File: config.mk
export PLATFORM = sky130hd
export DESIGN_NAME = switch_arbiter
export DESIGN_NICKNAME = d
export VERILOG_FILES = /design/src/rtl/switch_pkg.sv /design/src/rtl/rr_arbiter.sv /design/src/rtl/switch_arbiter.sv
export SDC_FILE = /design/constraint.sdc
export NUM_CORES = 1
export LEC_CHECK = 0
export ABC_CLOCK_PERIOD_IN_PS = 6100
export BUFFER_PORTS_ARGS = -buffer_cell sky130_fd_sc_hd__buf_2
export CORE_MARGIN = 4
export CORE_UTILIZATION = 30
export CTS_BUF_LIST = sky130_fd_sc_hd__clkbuf_16
export DETAILED_ROUTE_END_ITERATION = 10
export PLACE_DENSITY = 0.57
export SLEW_MARGIN = 0
export SYNTH_ARGS = -nofsm -noshare
export SYNTH_HDL_FRONTEND = slang
export SYNTH_SLANG_ARGS = --single-unit
File: constraint.sdc
create_clock -name clk -period 6.1 [get_ports clk]
set_input_delay 0.305 -clock clk [delete_from_list [all_inputs] [get_ports clk]]
set_output_delay 0.305 -clock clk [all_outputs]
set_load 0.02 [all_outputs]
File: src/rtl/switch_pkg.sv
// Shared definitions for the 4x4 switch arbiter.
//   NUM_PORTS      : number of inputs and outputs
//   PORT_IDX_W     : width of a port index
//   TIMEOUT_CYCLES : busy cycles before the optional watchdog forces a release
//   arb_state_t    : per-output arbitration state
//   is_onehot()    : true when exactly one bit of a destination vector is set
package switch_pkg;

   localparam int NUM_PORTS      = 4;
   localparam int PORT_IDX_W     = 2;
   localparam int TIMEOUT_CYCLES = 255;
   localparam int WD_W           = 8;

   typedef enum logic {
      ARB_IDLE = 1'b0,
      ARB_BUSY = 1'b1
   } arb_state_t;

   function automatic logic is_onehot(input logic [NUM_PORTS-1:0] v);
      return (v != '0) && ((v & (v - NUM_PORTS'(1))) == '0);
   endfunction

endpackage

File: src/rtl/rr_arbiter.sv
// Round-robin pick among up to four requesters.
//   req : request bits, one per input
//   ptr : index where the search starts; the search moves upward modulo 4
//   gnt : one-hot winner (all zero when nothing requests)
//   idx : index of the winner (equals ptr when nothing requests)
import switch_pkg::*;

module rr_arbiter (
   input  logic [NUM_PORTS-1:0]  req,
   input  logic [PORT_IDX_W-1:0] ptr,
   output logic [NUM_PORTS-1:0]  gnt,
   output logic [PORT_IDX_W-1:0] idx
);

   logic [PORT_IDX_W-1:0] probe;
   logic                  found;

   always_comb begin
      gnt   = '0;
      idx   = ptr;
      found = 1'b0;
      probe = ptr;
      for (int k = 0; k < NUM_PORTS; k++) begin
         // 2-bit index addition wraps modulo 4 on its own
         probe = ptr + PORT_IDX_W'(k);
         if (!found && req[probe]) begin
            found      = 1'b1;
            gnt[probe] = 1'b1;
            idx        = probe;
         end
      end
   end

endmodule

File: src/rtl/switch_arbiter.sv
// Output-port arbiter for a 4x4 switch. Each output runs its own IDLE/BUSY
// FSM and picks among competing inputs round-robin.
// Ports:
//   clk      : rising-edge clock
//   rst_n    : synchronous, active-low reset
//   req      : req[i] = input i holds a packet
//   req_tgt  : bits [4i+3:4i] = one-hot destination of input i
//   done     : done[i] = one-cycle end-of-packet pulse from input i
//   gnt      : gnt[i] = input i owns its destination output
//   out_busy : out_busy[o] = output o is owned
//   out_sel  : bits [2o+1:2o] = owning input of output o, 0 when idle
//   tgt_err  : tgt_err[i] = input i requested with a zero/multi-hot target
//   timeout  : timeout[o] = output o was forcibly released by its watchdog
// Optional feature: define ARB_TIMEOUT_EN to add an 8-bit watchdog per
// output; without it timeout is tied low.
import switch_pkg::*;

module switch_arbiter (
   input  logic                            clk,
   input  logic                            rst_n,
   input  logic [NUM_PORTS-1:0]            req,
   input  logic [NUM_PORTS*NUM_PORTS-1:0]  req_tgt,
   input  logic [NUM_PORTS-1:0]            done,
   output logic [NUM_PORTS-1:0]            gnt,
   output logic [NUM_PORTS-1:0]            out_busy,
   output logic [NUM_PORTS*PORT_IDX_W-1:0] out_sel,
   output logic [NUM_PORTS-1:0]            tgt_err,
   output logic [NUM_PORTS-1:0]            timeout
);

   logic [NUM_PORTS-1:0]                tgt_ok;
   logic [NUM_PORTS-1:0]                tgt_err_reg;
   logic [NUM_PORTS-1:0][NUM_PORTS-1:0] own_mat;   // [output][input]

   for (genvar gi = 0; gi < NUM_PORTS; gi++) begin : g_in
      assign tgt_ok[gi] = is_onehot(req_tgt[NUM_PORTS*gi +: NUM_PORTS]);
   end

   always_ff @(posedge clk) begin
      if (!rst_n) begin
         tgt_err_reg <= '0;
      end else begin
         tgt_err_reg <= req & ~tgt_ok;
      end
   end

   assign tgt_err = tgt_err_reg;

   // Each input targets exactly one output, so at most one row of own_mat
   // can hold a given input; the OR is the input's grant.
   always_comb begin
      gnt = '0;
      for (int o = 0; o < NUM_PORTS; o++) begin
         gnt = gnt | own_mat[o];
      end
   end

   for (genvar gi = 0; gi < NUM_PORTS; gi++) begin : g_out
      arb_state_t            state_reg, state_next;
      logic [PORT_IDX_W-1:0] owner_reg, owner_next;
      logic [PORT_IDX_W-1:0] ptr_reg, ptr_next;
      logic [PORT_IDX_W-1:0] win_idx;
      logic [NUM_PORTS-1:0]  cand, win_oh;
      logic                  owner_leaves;
`ifdef ARB_TIMEOUT_EN
      logic [WD_W-1:0]       wd_reg, wd_next;
      logic                  timeout_reg, timeout_next;
`endif

      // Already-granted inputs are excluded so a target change while
      // granted cannot produce a second grant.
      always_comb begin
         cand = '0;
         for (int i = 0; i < NUM_PORTS; i++) begin
            cand[i] = req[i] & tgt_ok[i] & req_tgt[NUM_PORTS*i + gi] & ~gnt[i];
         end
      end

      rr_arbiter u_rr (
         .req (cand),
         .ptr (ptr_reg),
         .gnt (win_oh),
         .idx (win_idx)
      );

      assign owner_leaves = done[owner_reg] | ~req[owner_reg];

      always_comb begin
         state_next   = state_reg;
         owner_next   = owner_reg;
         ptr_next     = ptr_reg;
`ifdef ARB_TIMEOUT_EN
         wd_next      = '0;
         timeout_next = 1'b0;
`endif
         case (state_reg)
            ARB_IDLE: begin
               if (|win_oh) begin
                  state_next = ARB_BUSY;
                  owner_next = win_idx;
                  ptr_next   = win_idx + PORT_IDX_W'(1);
               end
            end
            ARB_BUSY: begin
               // Busy never grants, which guarantees an idle cycle
               // between consecutive owners.
               if (owner_leaves) begin
                  state_next = ARB_IDLE;
                  owner_next = '0;
               end
`ifdef ARB_TIMEOUT_EN
               else if (wd_reg == WD_W'(TIMEOUT_CYCLES - 1)) begin
                  state_next   = ARB_IDLE;
                  owner_next   = '0;
                  timeout_next = 1'b1;
               end else begin
                  wd_next = wd_reg + WD_W'(1);
               end
`endif
            end
            default: begin
               state_next = ARB_IDLE;
               owner_next = '0;
            end
         endcase
      end

      always_ff @(posedge clk) begin
         if (!rst_n) begin
            state_reg   <= ARB_IDLE;
            owner_reg   <= '0;
            ptr_reg     <= '0;
`ifdef ARB_TIMEOUT_EN
            wd_reg      <= '0;
            timeout_reg <= 1'b0;
`endif
         end else begin
            state_reg   <= state_next;
            owner_reg   <= owner_next;
            ptr_reg     <= ptr_next;
`ifdef ARB_TIMEOUT_EN
            wd_reg      <= wd_next;
            timeout_reg <= timeout_next;
`endif
         end
      end

      assign out_busy[gi]                       = (state_reg == ARB_BUSY);
      assign out_sel[PORT_IDX_W*gi +: PORT_IDX_W] = owner_reg;
      assign own_mat[gi] = (state_reg == ARB_BUSY) ?
                           (NUM_PORTS'(1) << owner_reg) : '0;
`ifdef ARB_TIMEOUT_EN
      assign timeout[gi] = timeout_reg;
`endif
   end

`ifndef ARB_TIMEOUT_EN
   assign timeout = '0;
`endif

endmodule

======== Word level (Yosys, flattened, before mapping) ========
Cells that the tools add are included.
storage, ports and cells
  register bits ........................... 24
  input port bits ......................... 26
  output and inout port bits .............. 24
  word-level logic and storage cells ...... 366
operators by class
  add/subtract/negate cells ............... 20
  magnitude comparators ................... 36
  equality and inequality tests ........... 8
  shift operators ......................... 4
  multiplexer cells ....................... 148
  bitwise operators ....................... 73
  reductions and logical operators ........ 64
operators with widths
  operator                                                                              count
  4-bit 2-to-1 mux                                                                      20
  2-bit by 3-bit < comparator with 1-bit output (second input constant)                 20
  1-bit 2-to-1 mux                                                                      60
  4-bit OR                                                                              15
  1-bit binary-select mux with 2-bit select                                             24
  2-bit 2-to-1 mux                                                                      20
  1-bit AND                                                                             36
  1-bit demux with 2-bit select                                                         16
  2-bit by 1-bit greater-or-equal comparator with 1-bit output (second input constant)  16
  1-bit logical AND                                                                     32
  4-bit AND                                                                             5
  2-bit by 1-bit adder with 2-bit output (second input constant)                        8
  2-bit adder (second input constant)                                                   8
  4-bit logical NOT                                                                     4
  2-bit one-hot mux with 2 select lines                                                 4
  2-bit AND reduction                                                                   8
  4-bit nonzero test                                                                    4
  4-bit OR reduction                                                                    4
  1-bit by 2-bit << shifter with 4-bit output (first input constant)                    4
  4-bit by 1-bit subtractor with 4-bit output (second input constant)                   4
  1-bit logical NOT                                                                     12
  1-bit inverter                                                                        12
  2-bit by 1-bit inequality test with 1-bit output (second input constant)              4
  2-bit inequality test (second input constant)                                         4
  3 further kinds                                                                       9

======== Logic depth before layout (Yosys ltp) ========
Gate-level depths: netlist (run 1).
  word-level depth ........................ 22
  mapped depth ............................ 11
  mapped depth without buffers ............ 10

======== Modules after synthesis ========
From an unflattened synthesis (run 1), not the netlist that was laid out.
unflattened totals
  cells, all modules ...................... 418
  area total of the unflattened synthesis .. 3368.2 um^2
modules (own cells, without submodules)
  module                           times used  cells each  area an instance (um^2)  seq. area each (um^2)
  switch_arbiter                   1           208         1649.1                   480.5
  rr_arbiter at g_out[0].u_rr ...  3           53          427.9                    0.0
  rr_arbiter at g_out[3].u_rr      1           51          435.4                    0.0

======== Worst setup path after synthesis (run 1) ========
Ideal clock, no wire load.
  kind .................................... reg-to-reg
  start ................................... register g_out[1].owner_reg[0]
  end ..................................... register g_out[3].ptr_reg[0]
  library setup time ...................... 65 ps
  arrival time ............................ 2693 ps
  setup slack ............................. 3342 ps
  stages on the path, launching flop included .. 10
  clock period less this slack ............ 2758 ps
  cell sequence ........................... dfxtp_1 > nand2b_1 > o32ai_2 > or3_1 > mux4_2 > a21boi_4 > o32ai_2 > and2b_4 > mux2_4 > nor2_1
between the ends
  word-level cells in the longest chain between the ends .. 21
  elaborated cells between the ends (all ways) .. 43
ends and longest elaborated chain
  element                                          RTL line               RTL
  start, declared                                  switch_arbiter.sv:60   logic [PORT_IDX_W-1:0] owner_reg, owner_next;
  start signal, assigned                           switch_arbiter.sv:139  owner_reg <= owner_next;
  1-bit by 2-bit << shifter with 4-bit output (*)  switch_arbiter.sv:151  (NUM_PORTS'(1) << owner_reg) : '0;
  4-bit 2-to-1 mux (*)                             switch_arbiter.sv:150  assign own_mat[gi] = (state_reg == ARB_BUSY) ?
  4-bit OR (*) (3 in a row)                        switch_arbiter.sv:54   gnt = gnt | own_mat[o];
  1-bit inverter                                   switch_arbiter.sv:75   cand[i] = req[i] & tgt_ok[i] & req_tgt[NUM_PORTS*i + gi] & ~gnt[i];
  1-bit AND                                        switch_arbiter.sv:75
  1-bit binary-select mux with 2-bit select        rr_arbiter.sv:26       if (!found && req[probe]) begin
  1-bit 2-to-1 mux (implied by the code)           rr_arbiter.sv:26
  1-bit 2-to-1 mux                                 rr_arbiter.sv:26
  [... 3 more ...]                                 --
  1-bit logical NOT                                rr_arbiter.sv:26
  1-bit logical AND                                rr_arbiter.sv:26
  1-bit 2-to-1 mux                                 rr_arbiter.sv:26
  1-bit logical NOT                                rr_arbiter.sv:26
  1-bit logical AND                                rr_arbiter.sv:26
  4-bit 2-to-1 mux                                 rr_arbiter.sv:26
  4-bit OR reduction                               switch_arbiter.sv:98   if (|win_oh) begin
  2-bit AND reduction (no source line)             --
  end signal, assigned                             switch_arbiter.sv:140  ptr_reg <= ptr_next;
  end, declared                                    switch_arbiter.sv:61   logic [PORT_IDX_W-1:0] ptr_reg, ptr_next;
Mark *: on every way between the ends. The rest lies on a longest branch, timed or not. The select of a mux whose other input is x is not followed.
A chain may end at the register's enable or synchronous reset.

======== Worst setup path after layout (run 1) ========
  start ................................... register g_out[0].state_reg
  end ..................................... register g_out[3].ptr_reg[0]
between the ends
  word-level cells in the longest chain between the ends .. 20
  elaborated cells between the ends (all ways) .. 42
ends and longest elaborated chain
  element                                    RTL line               RTL
  start, declared                            switch_arbiter.sv:59   arb_state_t state_reg, state_next;
  start signal, assigned                     switch_arbiter.sv:138  state_reg <= state_next;
  4-bit 2-to-1 mux (*)                       switch_arbiter.sv:150
  4-bit OR (*) (3 in a row)                  switch_arbiter.sv:54
  1-bit inverter                             switch_arbiter.sv:75
  1-bit AND                                  switch_arbiter.sv:75
  1-bit binary-select mux with 2-bit select  rr_arbiter.sv:26
  1-bit 2-to-1 mux (implied by the code)     rr_arbiter.sv:26
  1-bit 2-to-1 mux                           rr_arbiter.sv:26
  1-bit logical NOT                          rr_arbiter.sv:26
  [... 2 more ...]                           --
  1-bit logical NOT                          rr_arbiter.sv:26
  1-bit logical AND                          rr_arbiter.sv:26
  1-bit 2-to-1 mux                           rr_arbiter.sv:26
  1-bit logical NOT                          rr_arbiter.sv:26
  1-bit logical AND                          rr_arbiter.sv:26
  4-bit 2-to-1 mux                           rr_arbiter.sv:26
  4-bit OR reduction                         switch_arbiter.sv:98
  2-bit AND reduction (no source line)       --
Marked as above.

==> key figures, run 1 <==
Run status
  – Status: complete, no violations

Worst setup path
  – FF-to-FF setup slack: 3080 ps
  – Crit path launch type: flip-flop
  – Critical Path Source: g_out[0].state_reg$_SDFF_PN0_
  – Worst Setup EP: g_out[3].ptr_reg[0]$_SDFFE_PN0P_
  – Slowest-stage cell, CP: nor3_1
  – Worst r2r path cells: 9
  – Max stage delay on crit path: 770 ps
  – Worst setup path class: flip-flop to flip-flop
  – R2r startpoint: g_out[0].state_reg$_SDFF_PN0_
  – Req. time, crit path: 6290 ps
  – Crit-path max FO: 10
  – Crit path capture type: flip-flop
  – Worst EP arrival: 3210 ps
  – Worst flop-to-flop path endpoint: g_out[3].ptr_reg[0]$_SDFFE_PN0P_
  – Worst-path cell chain: nand3_1 > o21ai_1 > nor3_1 > mux4_2 > a21boi_4 > o32ai_2 > and2b_4 > mux2_4 > nor2_1

Timing
  – Worst-Margin Slew: 1140 ps
  – Setup ws final: 3080 ps
  – Fin Clk Skew: 4.72 ps
  – Maximum clock frequency: 331 MHz
  – Fin Setup TNS: 0 ps
  – Hold Vio Cnt, Final: 0
  – Max-slew headroom: 23.0%
  – Final setup viols: 0
  – Minimum clock period: 3020 ps
  – RSZ-0062 raised after global routing: false
  – Period Utilization, post-route: 49.5%
  – Final Max Tran Viols: 0

Routing
  – Routed WL: 8.70 mm
  – Vias/cell: 5.51
  – 1st-iter DRT viols: 219
  – Post-route DRC violation count: 0
  – Detailed Routing Iterations Pass 1: 5
  – Vias: 3055
  – ANT nets after route: 0
  – Wire per inst: 15.7 um

Clock tree
  – CTS clk-pin slew, worst paths: 70 ps
  – H-Tree Depth: 1
  – # resized after CTS: 0
  – TritonCTS clock tree: built
  – Sink Count: 24
  – Max clock buf depth: 2
  – Cts hold-fix bufs: 0
  – Post-CTS setup buffers: 0
  – Total CTS buffers: 3
  – Clk root buf: clkbuf_16
  – Clk_lat worst skew: 270 ps

Die
  – Die H: 108 um
  – Ports: 50
  – Die ar.: 11700 um^2
  – Core area: 9770 um^2
  – Core Rows: 36
  – Die width: 108 um
  – Initial core utilization: 30.7%

Yosys
  – Top-count cell post-synth: nand2_1
  – Cell area after synthesis: 3000 um^2
  – Cells after Synth: 393
  – Yosys warns: 0
  – EDFF count, synth: 0
  – Post-synth ARST share: 0%
  – Post-synth top area share: 16.0%
  – Yosys top cell by area: dfxtp_1
  – Synth top area cells: dfxtp_1 16%, ha_1 10%, mux4_2 6.7%, nand2_1 5.1%, nor2_1 4.5%
  – FF+latch count, synth: 24
  – Synth cell types: 64
  – Mean Syn Cell Area: 7.64 um^2
  – Synth top cells by count: 41 x nand2_1, 36 x nor2_1, 26 x a21oi_1, 24 x dfxtp_1, 24 x ha_1
  – Sequential area share after synthesis: 16.0%
  – Main synth FF type: dfxtp_1

Place
  – Final HPWL DP: 6.77 mm
  – Pre-CTS setup slack: 3040 ps
  – Routability cong.: 0.872
  – Port buffer count: 45

Global route
  – GRT Util Overall: 14.6%
  – GRT overflow: 0
  – Largest net degree at the start of global routing: 19
  – Initial antenna violation count: 0
  – Vias in the first global route: 2669
  – First-pass GRT wire length: 13.8 mm

Job
  – # Max-Cap Violations: 0

Power
  – IR Drop Worst-Case VDD: 0.000148 V
  – Pwr/cell area: 206 nW/um^2
  – Leak Pwr: 1.32 nW

Final layout
  – Layout Nets: 472
  – Diode count: 0
  – Layout area overhead: 12.7%
  – Fillers: 1037
  – Share of cells above drive strength 1: 18.8%

Worst hold path
  – WHS Path Cells: 3
  – Worst hold-check path type: primary input to flip-flop
[where the power goes]
part | total (mW) | internal (mW) | switching, mW | leakage [nW]
clock | 0.198 | 0.131 | 0.0668 | 0.0511
combinational | 0.289 | 0.121 | 0.168 | 1.07
sequential | 0.209 | 0.173 | 0.0367 | 0.195
total | 0.696 | 0.425 | 0.271 | 1.32
[layout by cell type, fill, tap and decap left out, types with 4 or more instances in the layout]
cell type  count
inv_1         15
nor3_1        16
nor4_1        12
nand2b_1       6
a211oi_1       5
a21oi_1       26
and3_1         4
o22ai_1        7
ha_1          24
nand2_1       41
or3_1          8
nand3_1        4
o32ai_2        4
xnor2_1        4
or2_2          4
buf_2         45
mux4_2         9
mux2i_1        9
nor4b_1        7
nor2_1        36
a21o_1         7
a22oi_1        6
and2_1         5
o21ai_0       21
xor2_1         4
o211ai_1       5
conb_1         4
dfxtp_1       24
[final cells by class]
type,count,area [um^2],area share (%)
Inverter,19,71.3,2.11
Clock inverter,1,30.0,0.887
Multi-Input combinational cell,329,2340,69.0
Sequential cell,24,480,14.2
Clock buffer,3,75.1,2.22
Timing Repair Buffer,45,225,6.65
Tap cell,133,166,4.92
[through the flow]
step | std cells | util [%] | total power [mW] | hold WS [ps] | area [um^2]
floorplan | 396 | - | 0.432 | 423 | 3020
global placement | 550 | 33.6 | 0.494 | 511 | 3280
detailed placement | 550 | 33.6 | 0.498 | 531 | 3280
CTS | 554 | 34.6 | 0.698 | 291 | 3380
global route | 554 | 34.6 | 0.740 | 313 | 3380
finish | 554 | 34.6 | 0.696 | 296 | 3380
[layer usage]
layer | vias up | global-route usage [%] | part of all wire, %
met1 | 1423 | 20.4 | 47
met2 | 109 | 22.9 | 45
met3 | 6 | 4.06 | 8.1
met5 | - | 0 | 0
li1 | 1517 | - | -
met4 | 0 | 2.07 | 0.57
[worst max-delay path, delay by kind of cell, from the launching register on]
| kind | cells | cell delay, ps |
|---|---|---|
| AO/OA/AOI/OAI | 3 | 550 |
| flip-flops | 1 | 420 |
| multiplexers | 2 | 740 |
| AND/OR/NAND/NOR | 4 | 1220 |
[kinds of logic after synthesis]
family	count (synthesis)	share of synthesized area (%)
AND/OR/NAND/NOR	156	26.5
AO/OA/AOI/OAI	115	27.1
buffers and inverters	43	6.62
adder cells (fa/ha/maj)	24	10.0
flip-flops	24	16.0
multiplexers	22	11.4
XOR/XNOR	8	2.33
other	1	0.125
[worst min-delay path by stage]
stage	from	to	slack [ps]
after detailed placement	g_out[3].owner_reg[0]$_SDFFE_PN0P_	g_out[3].owner_reg[0]$_SDFFE_PN0P_	530
after global routing	req[0]	tgt_err[0]$_SDFF_PN0_	310
after global placement	g_out[2].state_reg$_SDFF_PN0_	g_out[2].state_reg$_SDFF_PN0_	510
after floorplan	req[0]	tgt_err[0]$_SDFF_PN0_	420
after CTS	req[0]	tgt_err[0]$_SDFF_PN0_	290
final	req[0]	tgt_err[0]$_SDFF_PN0_	300
Power figures use the tool's default switching activity.
==> run 2: changes to the inputs <==
- ABC_CLOCK_PERIOD_IN_PS: 6100 -> 2670
- PLACE_DENSITY: 0.57 -> 0.59
- clock period: 6.1 -> 2.67 ns (I/O delays scaled with it)
==> key figures, run 2 (synthesized netlist as in run 1, its figures left out) <==
Run status
  – Status: complete, no violations

Die
  – Core area: 9770 um^2
  – Ports: 50
  – Initial core utilization: 30.7%
  – Core Rows: 36
  – Die H: 108 um
  – Die width: 108 um
  – Die ar.: 11700 um^2

Final layout
  – Diode count: 0
  – Fillers: 999
  – Most common cell after layout, fill and taps aside: buf_4
  – Share of cells above drive strength 1: 38.1%
  – Layout area overhead: 37.4%
  – Final Non-Filler Cells: 627
  – Layout Nets: 545
  – Commonest cells after routing, fill and taps aside: 70 x buf_4, 45 x buf_2, 38 x nand2_1, 36 x nor2_1, 25 x a21oi_1

Routing
  – 1st-iter DRT viols: 149
  – ANT nets after route: 0
  – Met1 WL: 4.29 mm
  – Routed WL: 9.37 mm
  – Detailed Routing Iterations Pass 1: 4
  – Post-route DRC violation count: 0
  – Wire per inst: 14.9 um
  – Met3 wire len: 343 um
  – Vias: 3314
  – Vias/cell: 5.29
  – DR WL met2: 4.55 mm
  – Top layer in use: met4

Global route
  – Initial antenna violation count: 0
  – Vias in the first global route: 3221
  – Largest net degree at the start of global routing: 19
  – GRT overflow: 0
  – GRT Util Overall: 16.0%
  – First-pass GRT wire length: 15.2 mm

Timing
  – Maximum clock frequency: 382 MHz
  – Max-slew headroom: 57.5%
  – Hold Vio Cnt, Final: 0
  – Worst-Margin Slew: 633 ps
  – Final Max Tran Viols: 0
  – Final setup viols: 0
  – Minimum clock period: 2620 ps
  – Fin Hold WS: 117 ps
  – Period Utilization, post-route: 98.0%
  – RSZ-0062 raised after global routing: true
  – Fin Clk Skew: 8.73 ps

Clock tree
  – TritonCTS clock tree: built
  – Clk_lat worst skew: 270 ps
  – Sink Count: 24
  – Cts hold-fix bufs: 0
  – Max clock buf depth: 2
  – Clk root buf: clkbuf_16
  – CTS clk-pin slew, worst paths: 70 ps
  – H-Tree Depth: 1
  – Total CTS buffers: 3

Place
  – Port buffer count: 45
  – Routability cong.: 0.851
  – Final HPWL DP: 7.32 mm
  – Dpl cells: 618

Power
  – Leak Pwr: 1.72 nW
  – IR Drop Worst-Case VDD: 0.000206 V
  – Pwr/cell area: 405 nW/um^2

Worst hold path
  – WHS Path Cells: 3
  – Worst hold-check path type: primary input to flip-flop

Worst setup path
  – Worst r2r path cells: 10
  – Worst EP arrival: 2750 ps
  – Crit-path max FO: 5
  – Worst setup path class: flip-flop to flip-flop
  – Req. time, crit path: 2810 ps
  – Crit path capture type: flip-flop
  – Crit path launch type: flip-flop

Job
  – # Max-Cap Violations: 0
run 2: cell types whose count changed in the layout (fill, tap and decap cells not counted), sizes merged:
| cell | delta |
|---|---|
| buf | +73 |
| bufinv | -1 |
| clkinv | +1 |
run 2: what timing repair did:
item / 4_1_cts / 5_1_grt
cloned: 0 / 0
resized for setup: 6 / 46
setup buffers: 3 / 3
pin swaps: 1 / 13
setup endpoints to repair: 9 / 19
run 2: layout make-up:
| type | count | area [um^2] | share of cell area, % |
|---|---|---|---|
| multi-input combinational | 329 | 2510 | 60.9 |
| timing repair buffer | 118 | 793 | 19.2 |
| sequential | 24 | 502 | 12.2 |
| tap | 133 | 166 | 4.03 |
| clock buffer | 3 | 75.1 | 1.82 |
| inverter | 19 | 73.8 | 1.79 |
| clock inverter | 1 | 3.75 | 0.0909 |
run 2: critical path, cell delays in order, from the launching register on:
cell and delay [ps]:
dfxtp_2 350, nand2_2 130, o22ai_4 100, buf_4 150, or3_4 380, mux4_2 520
o21ba_4 240, o32ai_4 140, and2b_2 230, mux2i_1 180, nor2_1 50
run 2: final timing paths:
check	start	endpoint	slack, ps
hold reg to reg	g_out[1].owner_reg[0]$_SDFFE_PN0P_	g_out[1].owner_reg[0]$_SDFFE_PN0P_	620
setup / recovery	g_out[3].state_reg$_SDFF_PN0_	g_out[1].ptr_reg[0]$_SDFFE_PN0P_	50
hold / removal	req[0]	tgt_err[0]$_SDFF_PN0_	120
setup reg to reg	g_out[3].state_reg$_SDFF_PN0_	g_out[1].ptr_reg[0]$_SDFFE_PN0P_	50
run 2: metal layers:
layer  vias up  track usage [%]
li1       1660                -
met1      1564             20.5
met2        77             28.2
met3        13             1.55
met4         0             4.78
met5         -                0
run 2: through the flow:
stage | setup TNS [ps] | power, mW | util (%) | worst slack [ps] | area, um^2
after CTS | -29.6 | 1.62 | 40.1 | -15.6 | 3920
after detailed placement | -635 | 1.26 | 38.9 | -96.9 | 3810
final | 0 | 1.67 | 42.2 | 53.5 | 4130
after global routing | -269 | 1.80 | 42.2 | -67.0 | 4130
after global placement | -57.2 | 1.24 | 38.9 | -42.0 | 3810
after floorplan | -48.5 | 0.991 | - | -48.5 | 3030
run 2: report_power, final:
group	internal [mW]	leakage, nW	switching (mW)
Combinational	0.414	1.48	0.479
Clock	0.201	0.0385	0.148
Sequential	0.395	0.202	0.0361
Total	1.01	1.72	0.663
==> run 3: changes to the inputs <==
- RECOVER_POWER: default -> 25
==> key figures, run 3 (synthesized netlist as in run 1, its figures left out) <==
Place
  – Routability cong.: 0.851
  – Dpl cell area: 3810 um^2
  – Port buffer count: 45
  – Final HPWL DP: 7.32 mm

Clock tree
  – Clk root buf: clkbuf_16
  – H-Tree Depth: 1
  – Total CTS buffers: 3
  – Sink Count: 24
  – CTS clk-pin slew, worst paths: 70 ps
  – Max clock buf depth: 2
  – TritonCTS clock tree: built
  – Cts hold-fix bufs: 0
  – Clk_lat worst skew: 270 ps

Global route
  – Met2 usage: 28.2%
  – GR Util met1: 20.5%
  – First-pass GRT wire length: 15.2 mm
  – Initial antenna violation count: 0
  – Largest net degree at the start of global routing: 19
  – GRT overflow: 0
  – M3 GR Usage: 1.55%
  – Busiest layer in global routing: met2
  – GRT Util Overall: 16.0%
  – Vias in the first global route: 3221

Final layout
  – Most common cell after layout, fill and taps aside: buf_4
  – Layout Nets: 545
  – Final Util: 42.1%
  – Layout area overhead: 37.1%
  – Fin area: 4120 um^2
  – Share of cells above drive strength 1: 36.4%
  – Diode count: 0
  – Commonest cells after routing, fill and taps aside: 70 x buf_4, 38 x nand2_1, 37 x buf_2, 36 x nor2_1, 25 x a21oi_1

Power
  – Switching power: 663 uW
  – Pwr/cell area: 406 nW/um^2
  – Clock power frac: 20.9%
  – Int Pwr: 1.01 mW
  – Combinational power share: 53.3%
  – Leak Pwr: 1.69 nW
  – IR Drop Worst-Case VDD: 0.000208 V
  – Switching share of power: 39.7%
  – Sequential share of power: 25.8%

Timing
  – RSZ-0062 raised after global routing: true
  – Fin Clk Skew: 8.96 ps
  – Hold Vio Cnt, Final: 0
  – Final setup viols: 0
  – Maximum clock frequency: 382 MHz
  – Period Utilization, post-route: 97.9%
  – Minimum clock period: 2620 ps
  – Max-slew headroom: 57.5%
  – Final Max Tran Viols: 0
  – Worst-Margin Slew: 633 ps

Run status
  – Status: complete, no violations

Routing
  – Vias/cell: 5.28
  – Post-route DRC violation count: 0
  – Routed WL: 9.37 mm
  – Vias: 3309
  – 1st-iter DRT viols: 157
  – Detailed Routing Iterations Pass 1: 4
  – ANT nets after route: 0
  – Wire per inst: 14.9 um

Die
  – Die H: 108 um
  – Core Rows: 36
  – Die ar.: 11700 um^2
  – Core area: 9770 um^2
  – Ports: 50
  – Initial core utilization: 30.7%
  – Die width: 108 um

Worst setup path
  – Crit-path max FO: 5
  – Worst EP arrival: 2750 ps
  – Req. time, crit path: 2810 ps
  – Crit path capture type: flip-flop
  – FF-to-FF setup slack: 50 ps
  – Worst setup path class: flip-flop to flip-flop
  – Crit path launch type: flip-flop

Job
  – # Max-Cap Violations: 0

Worst hold path
  – Worst hold-check path type: primary input to flip-flop
[run 3: cell count changes in the layout (fill, tap and decap cells not counted), sizes merged]
cell | before | now
buf | 118 | 110
clkbuf | 3 | 11
[run 3: final timing paths]
check | startpoint | cells past startpoint | endpoint
max | g_out[3].state_reg$_SDFF_PN0_ | 10 | g_out[1].ptr_reg[0]$_SDFFE_PN0P_
min | req[0] | 3 | tgt_err[0]$_SDFF_PN0_
max reg2reg | g_out[3].state_reg$_SDFF_PN0_ | 10 | g_out[1].ptr_reg[0]$_SDFFE_PN0P_
min reg2reg | g_out[1].owner_reg[0]$_SDFFE_PN0P_ | 3 | g_out[1].owner_reg[0]$_SDFFE_PN0P_
[run 3: worst max-delay path: stages (launching register included)]
cell and delay [ps]:
dfxtp_2 350, nand2_2 130, o22ai_4 100, buf_4 150
or3_4 380, mux4_2 520, o21ba_4 240, o32ai_4 140
and2b_2 230, mux2i_1 180, nor2_1 50
[run 3: per-stage QoR]
step | TNS (ps) | power, mW | worst slack [ps] | instances | hold WS (ps)
floorplan | -48.5 | 0.991 | -48.5 | 396 | 252
global placement | -57.2 | 1.24 | -42.0 | 618 | 397
detailed placement | -635 | 1.26 | -96.9 | 618 | 413
CTS | -29.6 | 1.62 | -15.6 | 625 | 128
global route | -269 | 1.79 | -67.0 | 627 | 141
finish | 0 | 1.67 | 54.7 | 627 | 120
[run 3: timing repair]
item,CTS,global route
setup buffers,3,3
hold endpoints to repair,0,0
endpoints found under the setup margin,9,19
pin swaps,1,13
gates resized for setup,6,46
[run 3: metal layers]
layer	routed length, um	part of all wire (%)
met3	374	4.0
met2	4590	49
met5	0	0
met1	4260	45
met4	144	1.5
[run 3: power groups by stage]
stage,clock network (mW),logic (mW),registers (mW)
global route,0.373,0.984,0.436
CTS,0.350,0.842,0.426
global placement,0,0.808,0.432
floorplan,0,0.543,0.448
finish,0.349,0.891,0.431
detailed placement,0,0.828,0.434
[run 3: cell type report]
class | instances | area [um^2]
repair buffers | 118 | 783
multi-input cells | 329 | 2510
clock inverters | 1 | 3.75
fillers | 1002 | 5660
inverters | 19 | 73.8
flip-flops and latches | 24 | 502
well taps | 133 | 166
clock buffers | 3 | 75.1
